$ cat config.mk
export PLATFORM = sky130hd
export DESIGN_NAME = sample_sequencer_flat
export DESIGN_NICKNAME = d
export VERILOG_FILES = /design/src/rtl/sample_sequencer_if.sv /design/src/rtl/sample_sequencer.sv /design/src/flat_wrapper.sv
export SDC_FILE = /design/constraint.sdc
export NUM_CORES = 1
export LEC_CHECK = 0
export ABC_CLOCK_PERIOD_IN_PS = 1800
export BUFFER_PORTS_ARGS = -buffer_cell sky130_fd_sc_hd__buf_2
export CAP_MARGIN = 20
export CELL_PAD_IN_SITES_DETAIL_PLACEMENT = 0
export CELL_PAD_IN_SITES_GLOBAL_PLACEMENT = 1
export CORE_AREA = 2 2 71 66
export DETAILED_ROUTE_END_ITERATION = 6
export DIE_AREA = 0 0 73 68
export GPL_TIMING_DRIVEN = 0
export HOLD_SLACK_MARGIN = 0.15
export PLACE_DENSITY = 0.79
export SYNTH_ARGS = -nofsm -noshare
export SYNTH_HDL_FRONTEND = slang
export SYNTH_SLANG_ARGS = --single-unit
$ cat constraint.sdc
create_clock -name clk -period 1.8 [get_ports clk]
set_input_delay 0.36 -clock clk [delete_from_list [all_inputs] [get_ports clk]]
set_output_delay 0.36 -clock clk [all_outputs]
set_load 0.1 [all_outputs]
$ cat src/rtl/sample_sequencer_if.sv
// Handshake bundle between the sample sequencer and the codec/effect blocks.
// master: drives adc_req, proc_start, dac_load; slave: drives adc_ack, proc_done.
interface sample_sequencer_if;
    logic adc_req;
    logic adc_ack;
    logic proc_start;
    logic proc_done;
    logic dac_load;

    modport master (
        output adc_req,
        output proc_start,
        output dac_load,
        input  adc_ack,
        input  proc_done
    );

    modport slave (
        input  adc_req,
        input  proc_start,
        input  dac_load,
        output adc_ack,
        output proc_done
    );
endinterface

$ cat src/rtl/sample_sequencer.sv
// Frame-level sample sequencer: divides clk into frames and steps one sample
// through ADC capture, effect processing and DAC load, flagging overruns.
// Ports:
//   clk, rst         system clock, async active-high reset
//   i_en             run enable (low holds counter at 0, FSM in IDLE)
//   i_div            clocks per frame minus 1, latched at frame boundaries
//   i_clr_overrun    clears the sticky overrun flag
//   bus (master)     adc_req/adc_ack, proc_start/proc_done, dac_load
//   o_sample_tick    one-cycle pulse at the start of a sequenced frame
//   o_overrun        sticky frame-overrun flag
//   o_state          debug state (IDLE=0 WAIT=1 CAPTURE=2 PROCESS=3 OUTPUT=4)
//   o_count          current frame counter value
module sample_sequencer #(
    parameter int DIV_WIDTH = 12
) (
    input  logic                 clk,
    input  logic                 rst,
    input  logic                 i_en,
    input  logic [DIV_WIDTH-1:0] i_div,
    input  logic                 i_clr_overrun,
    sample_sequencer_if.master   bus,
    output logic                 o_sample_tick,
    output logic                 o_overrun,
    output logic [2:0]           o_state,
    output logic [DIV_WIDTH-1:0] o_count
);

    typedef enum logic [2:0] {
        ST_IDLE    = 3'd0,
        ST_WAIT    = 3'd1,
        ST_CAPTURE = 3'd2,
        ST_PROCESS = 3'd3,
        ST_OUTPUT  = 3'd4
    } state_t;

    state_t               r_state;
    state_t               w_next;
    logic [DIV_WIDTH-1:0] r_count;
    logic [DIV_WIDTH-1:0] r_div_q;
    logic                 r_tick;
    logic                 r_adc_req;
    logic                 r_proc_start;
    logic                 r_dac_load;
    logic                 r_overrun;
    logic                 w_wrap;
    logic                 w_boundary;
    logic                 w_busy;
    logic                 w_tick;
    logic                 w_adc_req;
    logic                 w_proc_start;
    logic                 w_dac_load;
    logic                 w_overrun;

    assign w_wrap     = (r_count == r_div_q);
    assign w_boundary = i_en && w_wrap;

    // A sample is in flight in any of the three active states.
    assign w_busy = (r_state == ST_CAPTURE) ||
                    (r_state == ST_PROCESS) ||
                    (r_state == ST_OUTPUT);

    // Frame counter; the divider is only sampled while stopped or at a
    // boundary so a new div never truncates or stretches a running frame.
    always_ff @(posedge clk or posedge rst) begin
        if (rst) begin
            r_count <= '0;
            r_div_q <= '0;
        end else if (!i_en) begin
            r_count <= '0;
            r_div_q <= i_div;
        end else if (w_wrap) begin
            r_count <= '0;
            r_div_q <= i_div;
        end else begin
            r_count <= r_count + 1'b1;
        end
    end

    // Next state and the registered strobes derived from it.
    always_comb begin
        w_next       = r_state;
        w_tick       = 1'b0;
        w_adc_req    = 1'b0;
        w_proc_start = 1'b0;
        w_dac_load   = 1'b0;
        w_overrun    = r_overrun;

        if (!i_en) begin
            w_next = ST_IDLE;
        end else begin
            unique case (r_state)
                ST_IDLE, ST_WAIT: begin
                    if (w_boundary) begin
                        w_next = ST_CAPTURE;
                    end
                end
                ST_CAPTURE: begin
                    if (bus.adc_ack) begin
                        w_next = ST_PROCESS;
                    end
                end
                ST_PROCESS: begin
                    if (bus.proc_done) begin
                        w_next = ST_OUTPUT;
                    end
                end
                ST_OUTPUT: begin
                    w_next = ST_WAIT;
                end
                default: begin
                    w_next = ST_IDLE;
                end
            endcase
        end

        // Only a boundary that actually launches a sample produces a tick.
        w_tick       = w_boundary && !w_busy;
        w_adc_req    = (w_next == ST_CAPTURE);
        w_proc_start = (w_next == ST_PROCESS) && (r_state != ST_PROCESS);
        w_dac_load   = (w_next == ST_OUTPUT);

        // Setting takes priority so an overrun is never lost to a clear.
        if (w_boundary && w_busy) begin
            w_overrun = 1'b1;
        end else if (i_clr_overrun) begin
            w_overrun = 1'b0;
        end
    end

    always_ff @(posedge clk or posedge rst) begin
        if (rst) begin
            r_state      <= ST_IDLE;
            r_tick       <= 1'b0;
            r_adc_req    <= 1'b0;
            r_proc_start <= 1'b0;
            r_dac_load   <= 1'b0;
            r_overrun    <= 1'b0;
        end else begin
            r_state      <= w_next;
            r_tick       <= w_tick;
            r_adc_req    <= w_adc_req;
            r_proc_start <= w_proc_start;
            r_dac_load   <= w_dac_load;
            r_overrun    <= w_overrun;
        end
    end

    assign bus.adc_req    = r_adc_req;
    assign bus.proc_start = r_proc_start;
    assign bus.dac_load   = r_dac_load;
    assign o_sample_tick  = r_tick;
    assign o_overrun      = r_overrun;
    assign o_state        = r_state;
    assign o_count        = r_count;

endmodule
$ cat src/flat_wrapper.sv
// flat-port wrapper written by rule: the top's interface ports become plain ports
module sample_sequencer_flat 
#(
    parameter int DIV_WIDTH = 12
)
  (clk, rst, i_en, i_div, i_clr_overrun, o_sample_tick, o_overrun, o_state, o_count, bus_adc_req, bus_proc_start, bus_dac_load, bus_adc_ack, bus_proc_done);
  sample_sequencer_if bus_i ();
  input  logic clk;
  input  logic rst;
  input  logic i_en;
  input  logic [DIV_WIDTH-1:0] i_div;
  input  logic i_clr_overrun;
  output logic o_sample_tick;
  output logic o_overrun;
  output logic [2:0] o_state;
  output logic [DIV_WIDTH-1:0] o_count;
  output wire logic [$bits(bus_i.adc_req)-1:0] bus_adc_req;
  output wire logic [$bits(bus_i.proc_start)-1:0] bus_proc_start;
  output wire logic [$bits(bus_i.dac_load)-1:0] bus_dac_load;
  input wire logic [$bits(bus_i.adc_ack)-1:0] bus_adc_ack;
  input wire logic [$bits(bus_i.proc_done)-1:0] bus_proc_done;
  assign bus_adc_req = bus_i.adc_req;
  assign bus_proc_start = bus_i.proc_start;
  assign bus_dac_load = bus_i.dac_load;
  assign bus_i.adc_ack = bus_adc_ack;
  assign bus_i.proc_done = bus_proc_done;
  sample_sequencer #(.DIV_WIDTH(DIV_WIDTH)) u_core (.clk(clk), .rst(rst), .i_en(i_en), .i_div(i_div), .i_clr_overrun(i_clr_overrun), .bus(bus_i), .o_sample_tick(o_sample_tick), .o_overrun(o_overrun), .o_state(o_state), .o_count(o_count));
endmodule
==> run_results.csv, run 1 <==
group,metric,value,unit
grt,antenna_found_initial,0,
route,drt_first_pass_iters,4,
grt,grt_overflow,0,
route,final_antenna_net_count,0,
cells_and_area,stdcell_area,2096,sq um
route,dr.max_layer_used,"met4",
cells_and_area,nets,200,
synthesis,synth_top_area_cell,"dfrtp_1",
timing,report.final.slew_viol_count,0,
cells_and_area,layout-drive-gt1-share,0.4890,
timing,fin_crit,1851,ps
pwr,p_leak,1.011,nW
clocking,clock-root-buffer,"clkbuf_8",
synthesis,syn-cell-area,1488,sq um
route,drt-met1-wl,1516,microns
grt,grt_pass1_vias,1100,
synthesis,synthTopCellsByArea,"dfrtp_1, mux2_2, xnor2_1",
route,wl_met3,179,microns
setup_path,cp_max_fo,5,
route,first_iter_violations,47,
timing,fin_skew,2.510,ps
pwr,combPwrFrac,0.154,
setup_path,critPathLaunchType,"flop",
pwr,internal_power,1.192,mW
job,maxCapViolCount,0,
clocking,cts_buffer_depth,2,
placement,dpl.cell_count,213,
synthesis,ys.flop_type,"dfrtp_1",
synthesis,synth_top_area_share,0.5383,
synthesis,syn_nets,144,
pwr,net-switching-power,0.4004,mW
synthesis,synth_seq_cells,32,
route,avgViaCountPerCell,4.914,
cells_and_area,nFillCells,391,
placement,globalplace.congestion,0.8346,
pwr,p_seq_frac,0.496,
route,totalWireLength,3287,microns
clocking,cts_sinks,32,
synthesis,seq_area_frac_synth,0.5383,
clocking,numCtsBuffers,5,
synthesis,synth-async-reset-ratio,1.000,
clocking,clk_pin_slew,60,ps
timing,fmax,540.3,MHz
die,core,4288,sq um
grt,grt_max_degree,25,
setup_path,worst-setup-path-type,"reg2reg",
cells_and_area,layout_commonest_cell,"buf_2",
setup_path,r2r_slack,-50,ps
cells_and_area,insertedDiodeCount,0,
timing,holdWs,312.5,ps
route,vias,1140,
status,violations,"negative setup slack",
grt,grt_usage,0.1436,
die,die_x,73,microns
status,outcome,"complete, but fails checks",
die,io_pins,38,
die,fp-row-count,23,
clocking,cts_tree,"yes",
pwr,clock_power_share,0.350,
setup_path,critPathRequiredTime,1960,ps
cells_and_area,area_growth,40.87,%
cells_and_area,multiInputGateArea,747.0,sq um
route,drcViolationCount,0,
timing,hold_viol_final,0,
clocking,clock_latency,280,ps
timing,tightest_slew,491.5,ps
clocking,htree_levels,2,
die,dieArea,4964,sq um
cells_and_area,area.sequential,845.8,sq um
timing,slew_headroom,0.6746,
route,wl_met2,1581,microns
synthesis,syn_avg_cell_area,11.90,sq um
placement,dpl-instance-area,1808,sq um
setup_path,slowest_stage,"dfrtp_4",
pwr,power,1.593,mW
synthesis,synthCells,125,
cells_and_area,final-instance-count-excl-fill,232,
timing,setup_viol,12,
grt,grt_pass1_wl,5244,microns
placement,dp_hpwl,2319,microns
setup_path,critPathCaptureType,"flop",
timing,period_share,1.028,
pwr,swShare,0.2514,
pwr,p_per_area,760.0,nW/um^2
route,wire_per_inst,14.17,microns
hold_path,hp-class,"in2reg",
synthesis,yosysWarnings,0,
setup_path,arrival,2010,ps
cells_and_area,layout_common_cells,"buf_2, dfrtp_1, mux2_4, nor2_1, dfrtp_4",
die,die_y,68,microns
die,start_util,0.3470,
cells_and_area,utilization,0.4888,
setup_path,crit_chain,"xnor2_2 > nand4_1 > o31ai_4 > buf_6 > mux2_4",
synthesis,synth_edf_count,0,
timing,rsz0062_at_grt,"true",
timing,layout_setup_ws,-50.91,ps
synthesis,synth_cell_type_count,26,
setup_path,cpPeakStageDelay,500,ps
placement,portBuffers,37,
pwr,vdd_drop_max,0.4502,mV
[critical path, delay by kind of cell (launching register included)]
kind,cells,cell delay (ps)
AO/OA/AOI/OAI,1,390
XOR/XNOR,1,140
buffers and inverters,1,190
flip-flops,1,500
multiplexers,1,310
AND/OR/NAND/NOR,1,200
[cells in the mapped netlist (3+ instances only)]
master / count
nor2_1: 12
and3_1: 3
nand2_1: 6
xor2_1: 7
nand4_1: 4
mux2_2: 12
xnor2_1: 14
dfrtp_1: 32
nor2b_1: 4
nand3_1: 5
inv_1: 5
and4_1: 4
[cells by family after synthesis]
logic type / count (synthesis) / synth area share
multiplexers: 12 / 0.09083
XOR/XNOR: 21 / 0.1236
AND/OR/NAND/NOR: 44 / 0.1665
AO/OA/AOI/OAI: 8 / 0.04709
buffers and inverters: 7 / 0.02523
flip-flops: 32 / 0.5383
adder cells (fa/ha/maj): 1 / 0.008409
[registers in the layout, indices dropped and copies added (netlist names)]
name	cells
u_core.bus.adc_req	1
u_core.bus.dac_load	1
u_core.bus.proc_start	1
u_core.o_count	12
u_core.o_overrun	1
u_core.o_sample_tick	1
u_core.o_state	3
u_core.r_div_q	12
[routing by layer]
metal	vias to the layer above	GRT usage
li1	546	-
met1	556	0.1833
met5	-	0
met4	0	0.04167
met3	2	0.05302
met2	36	0.2286
[layout make-up]
| class | instances | share of cell area |
|---|---|---|
| sequential | 32 | 0.4036 |
| multi-input combinational | 86 | 0.3564 |
| timing repair buffer | 49 | 0.1457 |
| clock buffer | 8 | 0.04299 |
| tap | 50 | 0.02985 |
| buffer | 2 | 0.01254 |
| inverter | 5 | 0.008955 |
[path summary, 6_finish.rpt]
| check | start | endpoint | cells after the start |
|---|---|---|---|
| worst max register to register | u_core.o_count[8] | u_core.r_div_q[5] | 5 |
| worst min-delay path | i_div[6] | u_core.r_div_q[6] | 2 |
| min in group asynchronous | rst | u_core.bus.adc_req | 3 |
| max in group asynchronous | rst | u_core.o_count[1] | 4 |
| worst max-delay path | u_core.o_count[8] | u_core.r_div_q[5] | 5 |
| worst min register to register | u_core.o_overrun | u_core.o_overrun | 1 |
[power by group through the flow]
stage	Combinational [mW]	Clock, mW	Sequential, mW
5_1_grt	0.264	0.615	0.794
4_1_cts	0.235	0.575	0.788
6_report	0.245	0.557	0.790
2_1_floorplan	0.0967	0	0.832
3_3_place_gp	0.179	0	0.798
3_5_place_dp	0.189	0	0.799
[stage by stage]
step	worst slack, ps	setup TNS, ps
final	-50.91	-447.2
after global routing	-116.8	-1279
after CTS	-39.46	-340.7
after detailed placement	-258.5	-3607
after global placement	-208.0	-2713
after floorplan	-204.9	-2475
[timing repair]
item | in CTS | in global routing
pin swaps | 5 | 2
resized for setup | 19 | 5
endpoints found under the setup margin | 22 | 23
buffers inserted | 7 | 2
hold endpoints to repair | 8 | 0
cloned | 1 | 0
hold buffers | 1 | 0
(Power assumes the default switching activity.)
==> run 2: changes to the inputs <==
Settings changed: ABC_AREA from default to 1, CAP_MARGIN 20 to default, CORE_AREA 2 2 71 66 to 2 2 76 71, DIE_AREA 0 0 73 68 to 0 0 78 73, PLACE_DENSITY 0.79 to 0.8.
==> run 2 against run 1 <==
  * The flow now finishes without violations
  * Largest power group unchanged
  * Count of clock-buffer cells in the layout stayed put
  * Sequential cell count stayed put
  * Critical endpoint is now o_state[2]
  * Die area is 15% higher
  * Worst setup slack gained 340 ps
  * Combinational power down 11%
  * Sequential share of layout area fell by 1.1 points
  * Via count is 22% higher
  * Critical path type is now reg2out
==> run_results.csv, run 2 <==
group,metric,value,unit
status,outcome,"finished clean",
clocking,cts_buffer_depth,2,
pwr,combPwrFrac,0.140,
die,die_x,78,microns
route,vias,1387,
cells_and_area,utilization,0.4155,
clocking,post_cts_resized,0,
pwr,net-switching-power,0.4182,mW
timing,rsz0062_at_grt,"false",
synthesis,synth_seq_cells,32,
setup_path,rr_worst_depth,10,
synthesis,syn_avg_cell_area,8.037,sq um
synthesis,synth_top_area_cell,"dfrtp_1",
route,final_antenna_net_count,0,
die,fp-row-count,25,
placement,dp_hpwl,2647,microns
pwr,p_seq_frac,0.495,
timing,hold_viol_final,0,
grt,grt_pass1_wl,6044,microns
synthesis,netlist_top_cells_count,"nand2_1, dfrtp_1, inv_1, nor2_1",
grt,grt_pass1_vias,1349,
die,core,5005,sq um
synthesis,yosys.cell_count.top_type,"nand2_1",
placement,portBuffers,36,
route,drcViolationCount,0,
cells_and_area,layout_commonest_cell,"nand2_1",
grt,grt_usage,0.1368,
hold_path,hp-class,"in2reg",
timing,finalSetupTns,0,ps
synthesis,synth_cell_type_count,27,
synthesis,ys.flop_type,"dfrtp_1",
setup_path,cp_top_family,"buffers and inverters",
synthesis,synthTopCellsByArea,"dfrtp_1, nand2_1, inv_1",
synthesis,yosysWarnings,0,
pwr,vdd_drop_max,0.4343,mV
cells_and_area,layout-drive-gt1-share,0.3189,
pwr,clock_power_share,0.365,
timing,tightest_slew,606.1,ps
die,start_util,0.3340,
grt,antenna_found_initial,0,
setup_path,r2r_slack,290,ps
job,maxCapViolCount,0,
timing,slew_headroom,0.5934,
setup_path,critical_path_buf_inv_count,1,
clocking,clock-root-buffer,"clkbuf_8",
route,avgViaCountPerCell,4.321,
synthesis,synthCells,208,
setup_path,worst-setup-path-type,"reg2out",
clocking,cts_sinks,32,
timing,setup_viol,0,
clocking,clock_latency,280,ps
setup_path,critPathLaunchType,"flop",
clocking,clk_pin_slew,70,ps
clocking,cts_tree,"yes",
setup_path,worstReg2RegEnd,"u_core.r_div_q[0]",
setup_path,critPathCaptureType,"primary output",
hold_path,holdPathStages,2,
pwr,p_per_area,747.2,nW/um^2
route,totalWireLength,3625,microns
setup_path,critPathRequiredTime,1440,ps
synthesis,synth_top_area_share,0.4790,
die,die_y,73,microns
die,io_pins,38,
grt,grt_overflow,0,
cells_and_area,layout_common_cells,"nand2_1, buf_2, inv_1",
timing,fin_crit,1511,ps
synthesis,seq_area_frac_synth,0.4790,
pwr,power,1.554,mW
setup_path,cpPeakStageDelay,450,ps
cells_and_area,insertedDiodeCount,0,
hold_path,hold_end,"u_core.o_overrun",
pwr,internal_power,1.136,mW
timing,report.final.slew_viol_count,0,
clocking,htree_levels,2,
route,wire_per_inst,11.29,microns
pwr,swShare,0.2691,
timing,fmax,661.7,MHz
die,dieArea,5694,sq um
grt,grt_max_degree,33,
placement,globalplace.congestion,0.7614,
clocking,numCtsBuffers,5,
timing,fin_skew,2.451,ps
timing,period_share,0.8396,
synthesis,synth_edf_count,0,
setup_path,cp_max_fo,5,
synthesis,syn-cell-area,1672,sq um
setup_path,arrival,1150,ps
route,drt_first_pass_iters,4,
synthesis,synth-async-reset-ratio,1.000,
cells_and_area,nets,272,
setup_path,crit_chain,"buf_2",
setup_path,r2r_start,"u_core.o_count[9]",
hold_path,worstHoldStart,"i_clr_overrun",
cells_and_area,area_growth,24.40,%
route,first_iter_violations,38,
pwr,p_leak,1.086,nW
synthesis,syn_nets,227,
timing,holdWs,272.8,ps
setup_path,slowest_stage,"buf_2",
-- run 2: how the worst max path moves through the flow --
stage	startpoint	end	slack, ps	cells past startpoint
6_report	u_core.o_state[2]	o_state[2]	290	1
5_1_grt	u_core.o_count[0]	u_core.o_count[11]	100	7
4_1_cts	u_core.o_count[2]	u_core.o_count[11]	260	7
3_5_place_dp	rst	u_core.o_count[0]	120	2
3_3_place_gp	rst	u_core.o_count[1]	120	2
2_1_floorplan	u_core.o_count[0]	u_core.o_count[10]	20	8
-- run 2: repair_timing --
action / 4_1_cts / 5_1_grt
buffers inserted: 0 / 0
endpoints found under the hold margin: 0 / 13
hold buffers: 0 / 1
-- run 2: area by class of cell --
type                    instances  area (sq um)
clock buffers                   8         90.09
repair buffers                 38         217.7
multi-input cells             138         701.9
fillers                       527          2925
flip-flops and latches         32         817.0
well taps                      67         83.83
plain buffers                   4         41.29
inverters                      34         127.6
-- run 2: power by group through the flow --
stage	logic, mW	registers (mW)	clock network (mW)
finish	0.217	0.769	0.567
global route	0.244	0.774	0.616
CTS	0.214	0.770	0.587
detailed placement	0.213	0.783	0
global placement	0.211	0.782	0
floorplan	0.120	0.821	0
-- run 2: kinds of logic after synthesis --
logic type	synth area share
DFF	0.4790
adders and majority gates	0.007484
xor gates and xnor gates	0.02620
buffers and inverters	0.1010
AOI/OAI and AO/OA	0.08159
and+or+nand+nor	0.3046
-- run 2: routing by layer --
metal | GRT usage | vias to the layer above | share of wire
li1 | - | 725 | -
met1 | 0.1749 | 633 | 0.47
met2 | 0.2289 | 27 | 0.48
met3 | 0.04084 | 2 | 0.050
met4 | 0.03509 | 0 | 0.0033
met5 | 0 | - | 0
-- run 2: stage by stage --
stage / instances / instance area, sq um / worst slack (ps)
2_1_floorplan: 208 / 1688 / 16.17
3_3_place_gp: 311 / 1952 / 124.8
3_5_place_dp: 311 / 1952 / 121.2
4_1_cts: 319 / 2042 / 262.0
5_1_grt: 321 / 2079 / 104.5
6_report: 321 / 2079 / 288.7
